$ cat config.mk
export PLATFORM = sky130hd
export DESIGN_NAME = uart_pgm_loader
export DESIGN_NICKNAME = d
export VERILOG_FILES = /design/src/rtl/uart_pgm_loader.sv
export SDC_FILE = /design/constraint.sdc
export NUM_CORES = 1
export LEC_CHECK = 0
export ABC_AREA = 1
export BUFFER_PORTS_ARGS = -buffer_cell sky130_fd_sc_hd__clkbuf_2
export CORE_MARGIN = 2
export CORE_UTILIZATION = 59
export CTS_CLUSTER_DIAMETER = 120
export DETAILED_ROUTE_END_ITERATION = 10
export GPL_TIMING_DRIVEN = 0
export PLACE_DENSITY = 0.8
export SLEW_MARGIN = 0
export SYNTH_ARGS = -nofsm -noshare
export SYNTH_HDL_FRONTEND = slang
export SYNTH_SLANG_ARGS = --single-unit
$ cat constraint.sdc
create_clock -name clk_100MHz -period 2.5 [get_ports clk_100MHz]
set_clock_uncertainty 0.15 [all_clocks]
set_input_delay 0.5 -clock clk_100MHz [delete_from_list [all_inputs] [get_ports clk_100MHz]]
set_output_delay 0.5 -clock clk_100MHz [all_outputs]
set_load 0.02 [all_outputs]
$ cat src/rtl/uart_pgm_loader.sv
// uart_pgm_loader: framed UART program loader.
// Frame = SYNC, LEN_LO, LEN_HI (word count N), N*BPW data bytes, XOR checksum.
// Assembled words are written to sequential instruction-memory addresses from 0.
module uart_pgm_loader #(
    parameter int          DATA_W         = 32,
    parameter int          ADDR_W         = 10,
    parameter int          BIG_ENDIAN     = 0,
    parameter int          TIMEOUT_CYCLES = 1000000,
    parameter logic [7:0]  SYNC_BYTE      = 8'hA5
) (
    input  logic              clk_100MHz,
    input  logic              reset,
    input  logic              pgm_mode,
    input  logic [7:0]        rx_data,
    input  logic              rx_data_ready,
    output logic              mem_we,
    output logic [ADDR_W-1:0] mem_addr,
    output logic [DATA_W-1:0] mem_wdata,
    output logic              busy,
    output logic              done,
    output logic              err,
    output logic [1:0]        err_code,
    output logic [ADDR_W:0]   word_count
);

    localparam int BPW  = DATA_W / 8;
    localparam int BI_W = (BPW > 1) ? $clog2(BPW) : 1;

    typedef enum logic [2:0] {
        S_IDLE, S_LEN_LO, S_LEN_HI, S_DATA, S_CHK, S_DONE, S_ERROR
    } state_t;

    state_t            state;
    logic [7:0]        len_lo;
    logic [15:0]       len;
    logic [7:0]        csum;
    logic [BI_W-1:0]   bidx;
    logic [DATA_W-1:0] word_buf;
    logic [31:0]       tmo_cnt;

    logic [BI_W-1:0]   lane;
    logic [DATA_W-1:0] word_nxt;
    logic              last_byte;
    logic              last_word;
    logic              len_ovf;
    logic              start_frame;

    // Busy covers every state in which a frame is still being received.
    assign busy = (state == S_LEN_LO) || (state == S_LEN_HI) ||
                  (state == S_DATA)   || (state == S_CHK);

    // Byte placement, end-of-word/frame detection and restart decode.
    always_comb begin
        lane = (BIG_ENDIAN != 0) ? (BI_W'(BPW - 1) - bidx) : bidx;
        word_nxt = word_buf;
        for (int i = 0; i < BPW; i++) begin
            if (lane == BI_W'(i)) word_nxt[i*8 +: 8] = rx_data;
        end
        last_byte   = (bidx == BI_W'(BPW - 1));
        last_word   = ((32'(word_count) + 32'd1) == {16'd0, len});
        // N is only legal up to the full memory capacity
        len_ovf     = (64'({rx_data, len_lo}) > (64'd1 << ADDR_W));
        start_frame = rx_data_ready && (rx_data == SYNC_BYTE) &&
                      ((state == S_IDLE) || (state == S_DONE) || (state == S_ERROR));
    end

    // Frame FSM: pgm_mode low wins over everything except reset; a byte
    // arriving clears the inter-byte timer, otherwise the timer advances.
    always_ff @(posedge clk_100MHz) begin
        if (reset) begin
            state      <= S_IDLE;
            mem_we     <= 1'b0;
            mem_addr   <= '0;
            mem_wdata  <= '0;
            done       <= 1'b0;
            err        <= 1'b0;
            err_code   <= 2'd0;
            word_count <= '0;
            len_lo     <= '0;
            len        <= '0;
            csum       <= '0;
            bidx       <= '0;
            word_buf   <= '0;
            tmo_cnt    <= '0;
        end else begin
            mem_we <= 1'b0;
            if (!pgm_mode) begin
                state <= S_IDLE;
            end else if (start_frame) begin
                state      <= S_LEN_LO;
                done       <= 1'b0;
                err        <= 1'b0;
                err_code   <= 2'd0;
                word_count <= '0;
                csum       <= '0;
                bidx       <= '0;
                word_buf   <= '0;
                tmo_cnt    <= '0;
            end else if (busy && rx_data_ready) begin
                tmo_cnt <= '0;
                case (state)
                    S_LEN_LO: begin
                        len_lo <= rx_data;
                        state  <= S_LEN_HI;
                    end
                    S_LEN_HI: begin
                        len <= {rx_data, len_lo};
                        if (len_ovf) begin
                            state    <= S_ERROR;
                            err      <= 1'b1;
                            err_code <= 2'd2;
                        end else if ({rx_data, len_lo} == 16'd0) begin
                            state <= S_CHK;
                        end else begin
                            state <= S_DATA;
                        end
                    end
                    S_DATA: begin
                        csum <= csum ^ rx_data;
                        if (last_byte) begin
                            mem_we     <= 1'b1;
                            mem_addr   <= word_count[ADDR_W-1:0];
                            mem_wdata  <= word_nxt;
                            word_count <= word_count + 1'b1;
                            bidx       <= '0;
                            if (last_word) state <= S_CHK;
                        end else begin
                            word_buf <= word_nxt;
                            bidx     <= bidx + 1'b1;
                        end
                    end
                    S_CHK: begin
                        if (rx_data == csum) begin
                            state <= S_DONE;
                            done  <= 1'b1;
                        end else begin
                            state    <= S_ERROR;
                            err      <= 1'b1;
                            err_code <= 2'd1;
                        end
                    end
                    default: state <= S_IDLE;
                endcase
            end else if (busy && (TIMEOUT_CYCLES != 0)) begin
                if (tmo_cnt == 32'(TIMEOUT_CYCLES - 1)) begin
                    state    <= S_ERROR;
                    err      <= 1'b1;
                    err_code <= 2'd3;
                end else begin
                    tmo_cnt <= tmo_cnt + 32'd1;
                end
            end
        end
    end

endmodule
== Word level (Yosys, flattened, before mapping) ==
Cells that the tools add are included.

* Flip-flop bits (word level): 159
* Input bits: 12
* Output and inout port bits: 59

* Add/sub/neg operators: 4
* Magnitude comparators: 1
* Equality and inequality tests: 22
* Multiplexer cells: 52
* Bitwise operators: 5
* Reduce and logical (&&, ||, !) cells: 34

{| class="wikitable"
|+ Operators by type and width
! cell !! number
|-
| $mux 32 || 8
|-
| $mux 8 || 7
|-
| $mux 11 || 4
|-
| $add 32x1->32 const B || 1
|-
| $eq 32x20->1 const B || 1
|-
| $reduce_and 4->1 || 7
|-
| $mux 2 || 11
|-
| $mux 3 || 7
|-
| $ne 4x4->1 const B || 5
|-
| $eq 12x16->1 || 1
|-
| $gt 16x11->1 const B || 1
|-
| $logic_not 16->1 || 1
|-
| $reduce_bool 2->1 || 7
|-
| $add 11x1->12 const B || 1
|-
| $mux 1 || 12
|-
| $pmux 3 s4 || 1
|-
| $add 11x1->11 const B || 1
|-
| $eq 3x3->1 const B || 3
|-
| $ne 3x3->1 const B || 3
|-
| $eq 8x8->1 || 1
|-
| $eq 8x8->1 const B || 1
|-
| $xor 8x8->8 || 1
|-
| $eq 3x2->1 const B || 2
|-
| $reduce_and 3->1 || 2
|-
| other kinds (18) || 29
|}

== Depth between registers and ports, before layout ==
* Depth after elaboration: 7
* Mapped depth: 17
* Mapped depth without buffers: 15

== Worst setup path after synthesis ==
OpenSTA, ideal clock, no wires.

* Path kind: input port to flip-flop
* From: input rx_data[0]
* To: register tmo_cnt[26]
* Setup time: 0.116 ns
* Data arrival time: 1.894 ns
* Setup slack: 0.339 ns
* Stages: 14
* Path through: buf_2 -> nand2_1 -> nor2_1 -> inv_1 -> nor2_2 -> nand3_4 -> nand2_2 -> inv_2 -> nor2_8 -> nand2_4 -> inv_2 -> buf_6 -> nand3_1 -> o211a_1

* Word-level cells in the longest chain between the ends: 5
* Elaborated cells on any way between the ends: 7

{| class="wikitable"
|+ RTL lines
! what !! RTL line !! source
|-
| start: declaration || 14 || <nowiki>input logic [7:0] rx_data,</nowiki>
|-
| $eq 8x8->1 * || 63 || <nowiki>start_frame = rx_data_ready && (rx_data == SYNC_BYTE) &&</nowiki>
|-
| $logic_and 1x1->1 * (2 in a row) || 63 ||
|-
| $ne 3x3->1 (no source line) / $reduce_bool 3->1 (equally long branches) || -- ||
|-
| $reduce_and 3->1 (no source line) || -- ||
|-
| end signal: assignment || 150 || <nowiki>tmo_cnt <= tmo_cnt + 32'd1;</nowiki>
|-
| end: declaration || 39 || <nowiki>logic [31:0] tmo_cnt;</nowiki>
|}

Mark *: on every way between the ends. The rest lies on a longest branch, timed or not.
A chain may end at the register's enable or synchronous reset.

== Final worst setup path ==
* From: register state[0]
* To: register word_buf[9]

* Word-level cells in the longest chain between the ends: 7
* Elaborated cells on any way between the ends: 19

{| class="wikitable"
|+ RTL lines
! what !! RTL line !! source
|-
| start: declaration || 33 || <nowiki>state_t state;</nowiki>
|-
| start signal: assignment || 71 || <nowiki>state <= S_IDLE;</nowiki>
|-
| start signal: assignment || 88 || <nowiki>state <= S_IDLE;</nowiki>
|-
| start signal: assignment || 90 || <nowiki>state <= S_LEN_LO;</nowiki>
|-
| $eq 3x1->1 / $eq 3x2->1 (equally long branches) || 49 || <nowiki>assign busy = (state == S_LEN_LO) || (state == S_LEN_HI) ||</nowiki>
|-
| $logic_or 1x1->1 (2 in a row) || 49 ||
|-
| $logic_or 1x1->1 || 50 || <nowiki>(state == S_DATA) || (state == S_CHK);</nowiki>
|-
| $logic_and 1x1->1 || 99 || <nowiki>end else if (busy && rx_data_ready) begin</nowiki>
|-
| $reduce_bool 2->1 (no source line) || -- ||
|-
| $reduce_and 4->1 (no source line) || -- ||
|-
| end signal: assignment || 128 || <nowiki>word_buf <= word_nxt;</nowiki>
|-
| end: declaration || 38 || <nowiki>logic [DATA_W-1:0] word_buf;</nowiki>
|}

Several ways; a longest one is shown, not always the timed one.

==> run_results.csv <==
group,metric,value,unit
sta,max-slew-margin-rel,0.534,
pwr,p_per_area,608,nW/um2
route,drt-pass1-iter-count,6,
sta,finalSetupTns,0,ns
die,dieHeight,115,um
route,drtAntennaViolNets,0,
pwr,finalPower,5.12,mW
sta,hold_viol_final,0,
setup_path,path_class,"reg -> reg",
setup_path,max_stage_delay,0.52,ns
setup_path,startpoint,"state[0]",
finish,design_area,8420,um2
finish,syn_to_final_growth,16.7,%
die,core_area,12000,um2
clocking,worstSkewPairLatency,0.43,ns
setup_path,path_cells,"nand2_1 > inv_1 > nand2_1 > nor2_4 > inv_1 > nor2_2 > buf_1 > nand2_1 > a21oi_1",
clocking,cts-root-buf,"clkbuf_16",
place,hpwl,13.9,mm
clocking,clk_path_buf_depth,2,
setup_path,cp_top_family,"simple AND/OR/NAND/NOR gates",
place,placed_area,7750,um2
pwr,irDropWorstVdd,0.474,mV
sta,max_slew.worst_pin.slew,0.699,ns
synth,syn_area_per_cell,6.89,um2
setup_path,crit_path_end,"word_buf[9]",
synth,yosysTopAreaCell,"dfxtp_1",
synth,synth_area_leaders,"dfxtp_1 42%, nand2_1 13%, a21oi_1 10%",
setup_path,r2r-end,"word_buf[9]",
global_route,grt_overflow,0,
setup_path,cpMaxStageDelayCell,"dfxtp_1",
die,rows,40,
clocking,cts_buffers,17,
place,place_inst,1264,
setup_path,worstPathArrival,2.56,ns
setup_path,end_kind,"flop",
setup_path,cpMostUsedCell,"nand2_1",
route,wirelength,19.5,mm
global_route,grt_pass1_wl,31.0,mm
place,numPortBuffers,69,
setup_path,path_buf_inv,3,
sta,slew_violations,0,
synth,ys_warn_count,0,
synth,postSynthCellCount,1048,
die,start_util,0.603,
clocking,path_clk_slew,0.06,ns
synth,synth_top_area_frac,0.419,
synth,synth_nets,1066,
setup_path,cp_max_fo,10,
synth,ys_ff_latch,151,
run,drv_cap,0,
global_route,track_usage,0.300,
pwr,leakagePower,3.30,nW
die,ioPinCount,71,
setup_path,cp.required,2.70,ns
synth,netlist_area,7220,um2
route,drc,0,
setup_path,r2r-start,"state[0]",
global_route,grt_pass1_vias,6446,
min_path,hp-class,"in -> reg",
route,drtIter0Drc,902,
sta,setup_viol,0,
sta,rsz0062_at_grt,"yes",
setup_path,crit_cells,9,
clocking,cts_num_sinks,151,
sta,period_needed,2.35,ns
die,die_area,13100,um2
setup_path,startpoint_type,"flop",
global_route,antenna_found_initial,0,
route,vias,7289,
clocking,cts_tree,"done",
sta,fmax,425,MHz
clocking,ctsHoldBuffers,0,
route,via_per_inst,5.62,
finish,diodes,0,
synth,yosysSeqAreaShare,0.419,
global_route,grt_start_max_net_pins,17,
place,gp_congestion,0.921,
sta,final.period_utilization,0.940,
clocking,h-tree-depth,4,
finish,nNetsFinal,1156,
finish,final_layout_size_suffix_gt1_frac,0.146,
outcome,status,"complete, no violations",
setup_path,reg2reg_slack,0.15,ns
die,dieWidth,115,um
route,routedWlPerCell,15.1,um
setup_path,ff2ff_path_depth,9,
finish,final_cells,1298,
synth,synth_cell_types,48,
finish,fin_util,0.704,
==> state kept, by name (all words and copies together) (netlist names) <==
register and cells:
mem_addr 10, state 3, err 1, done 1, tmo_cnt 32, word_buf 24, mem_wdata 32, csum 8
err_code 2, len 16, mem_we 1, bidx 2, len_lo 8, word_count 11
==> layout by cell type, fill, tap and decap left out, types with 4 or more instances in the layout <==
| master | count |
|---|---|
| a21oi_1 | 147 |
| buf_2 | 13 |
| clkbuf_1 | 22 |
| clkbuf_16 | 17 |
| clkbuf_2 | 73 |
| dfxtp_1 | 147 |
| ha_1 | 5 |
| inv_1 | 106 |
| inv_2 | 7 |
| inv_6 | 6 |
| nand2_1 | 245 |
| nand2_2 | 4 |
| nand3_1 | 63 |
| nand4_1 | 20 |
| nor2_1 | 99 |
| nor2_2 | 8 |
| nor2_4 | 6 |
| nor3_1 | 20 |
| nor4_1 | 6 |
| o21ai_0 | 67 |
| xor2_1 | 10 |
==> cells by family after synthesis <==
kind of cell,share of synthesized area
buffers and inverters,0.0862
AOI/OAI and AO/OA,0.170
xor gates and xnor gates,0.0146
and+or+nand+nor,0.296
muxes,0.00468
adders and majority gates,0.0104
DFF,0.419
==> layer usage <==
metal  vias up  global-route usage  wire, um
met3        50              0.0672      1210
met5         -                   0         0
li1       3621                   -         -
met4         0               0.111       452
met2       279               0.491      9360
met1      3339               0.390      8520
==> how the worst min path moves through the flow <==
| stage | slack [ns] | depth (start not counted) | endpoint | from |
|---|---|---|---|---|
| final | 0.29 | 3 | done | pgm_mode |
| after global routing | 0.29 | 3 | done | pgm_mode |
| after CTS | 0.28 | 3 | done | pgm_mode |
| after detailed placement | 0.30 | 2 | len[14] | len[14] |
| after global placement | 0.29 | 2 | len[14] | len[14] |
| after floorplan | 0.28 | 2 | len[13] | len[13] |
==> through the flow <==
step                hold WS (ns)  setup WS, ns
floorplan                  0.279         0.339
global placement           0.289        -0.188
detailed placement         0.296        -0.202
CTS                        0.277        0.0288
global route               0.291       -0.0241
finish                     0.287         0.150
==> layout make-up <==
type | instances | area (um2)
Sequential cell | 151 | 3030
Buffer | 41 | 194
Timing Repair Buffer | 71 | 360
Clock inverter | 12 | 141
Multi-Input combinational cell | 741 | 3630
Tap cell | 147 | 184
Clock buffer | 20 | 447
Inverter | 115 | 438
Fill cell | 1010 | 3540
==> cells in the mapped netlist, drive strengths merged <==
| library cell | count |
|---|---|
| nand2 | 252 |
| dfxtp | 151 |
| a21oi | 148 |
| inv | 114 |
| nor2 | 114 |
| o21ai | 71 |
| nand3 | 64 |
| clkbuf | 25 |
| nor3 | 23 |
| nand4 | 20 |
| buf | 16 |
| xor2 | 10 |
| nor4 | 7 |
| ha | 6 |
| mux2 | 3 |
| a211oi | 2 |
| a21boi | 2 |
| a22oi | 2 |
| nand3b | 2 |
| o21bai | 2 |
| or3 | 2 |
| xnor2 | 2 |
| a32oi | 1 |
| and2 | 1 |
| and3 | 1 |
| clkinv | 1 |
| nor3b | 1 |
| o2111ai | 1 |
| o211a | 1 |
| o211ai | 1 |
| o21a | 1 |
| o31ai | 1 |
==> timing repair <==
| item | in CTS | in global routing |
|---|---|---|
| endpoints found under the setup margin | 6 | 75 |
| pin swaps | 0 | 4 |
| hold endpoints to repair | 0 | 0 |
| setup buffers | 0 | 2 |
| gates cloned | 0 | 0 |
| gates resized for setup | 3 | 29 |
==> power by group <==
part,switching [mW],internal (mW)
clock,1.06,1.51
sequential,0.0000236,2.40
combinational,0.115,0.0291
==> worst register-to-register path, stage by stage, from the launching register on <==
cell and delay [ns]:
dfxtp_1 0.52, nand2_1 0.09, inv_1 0.08, nand2_1 0.11
nor2_4 0.23, inv_1 0.15, nor2_2 0.26, buf_1 0.40
nand2_1 0.10, a21oi_1 0.18
(Power assumes the default switching activity.)
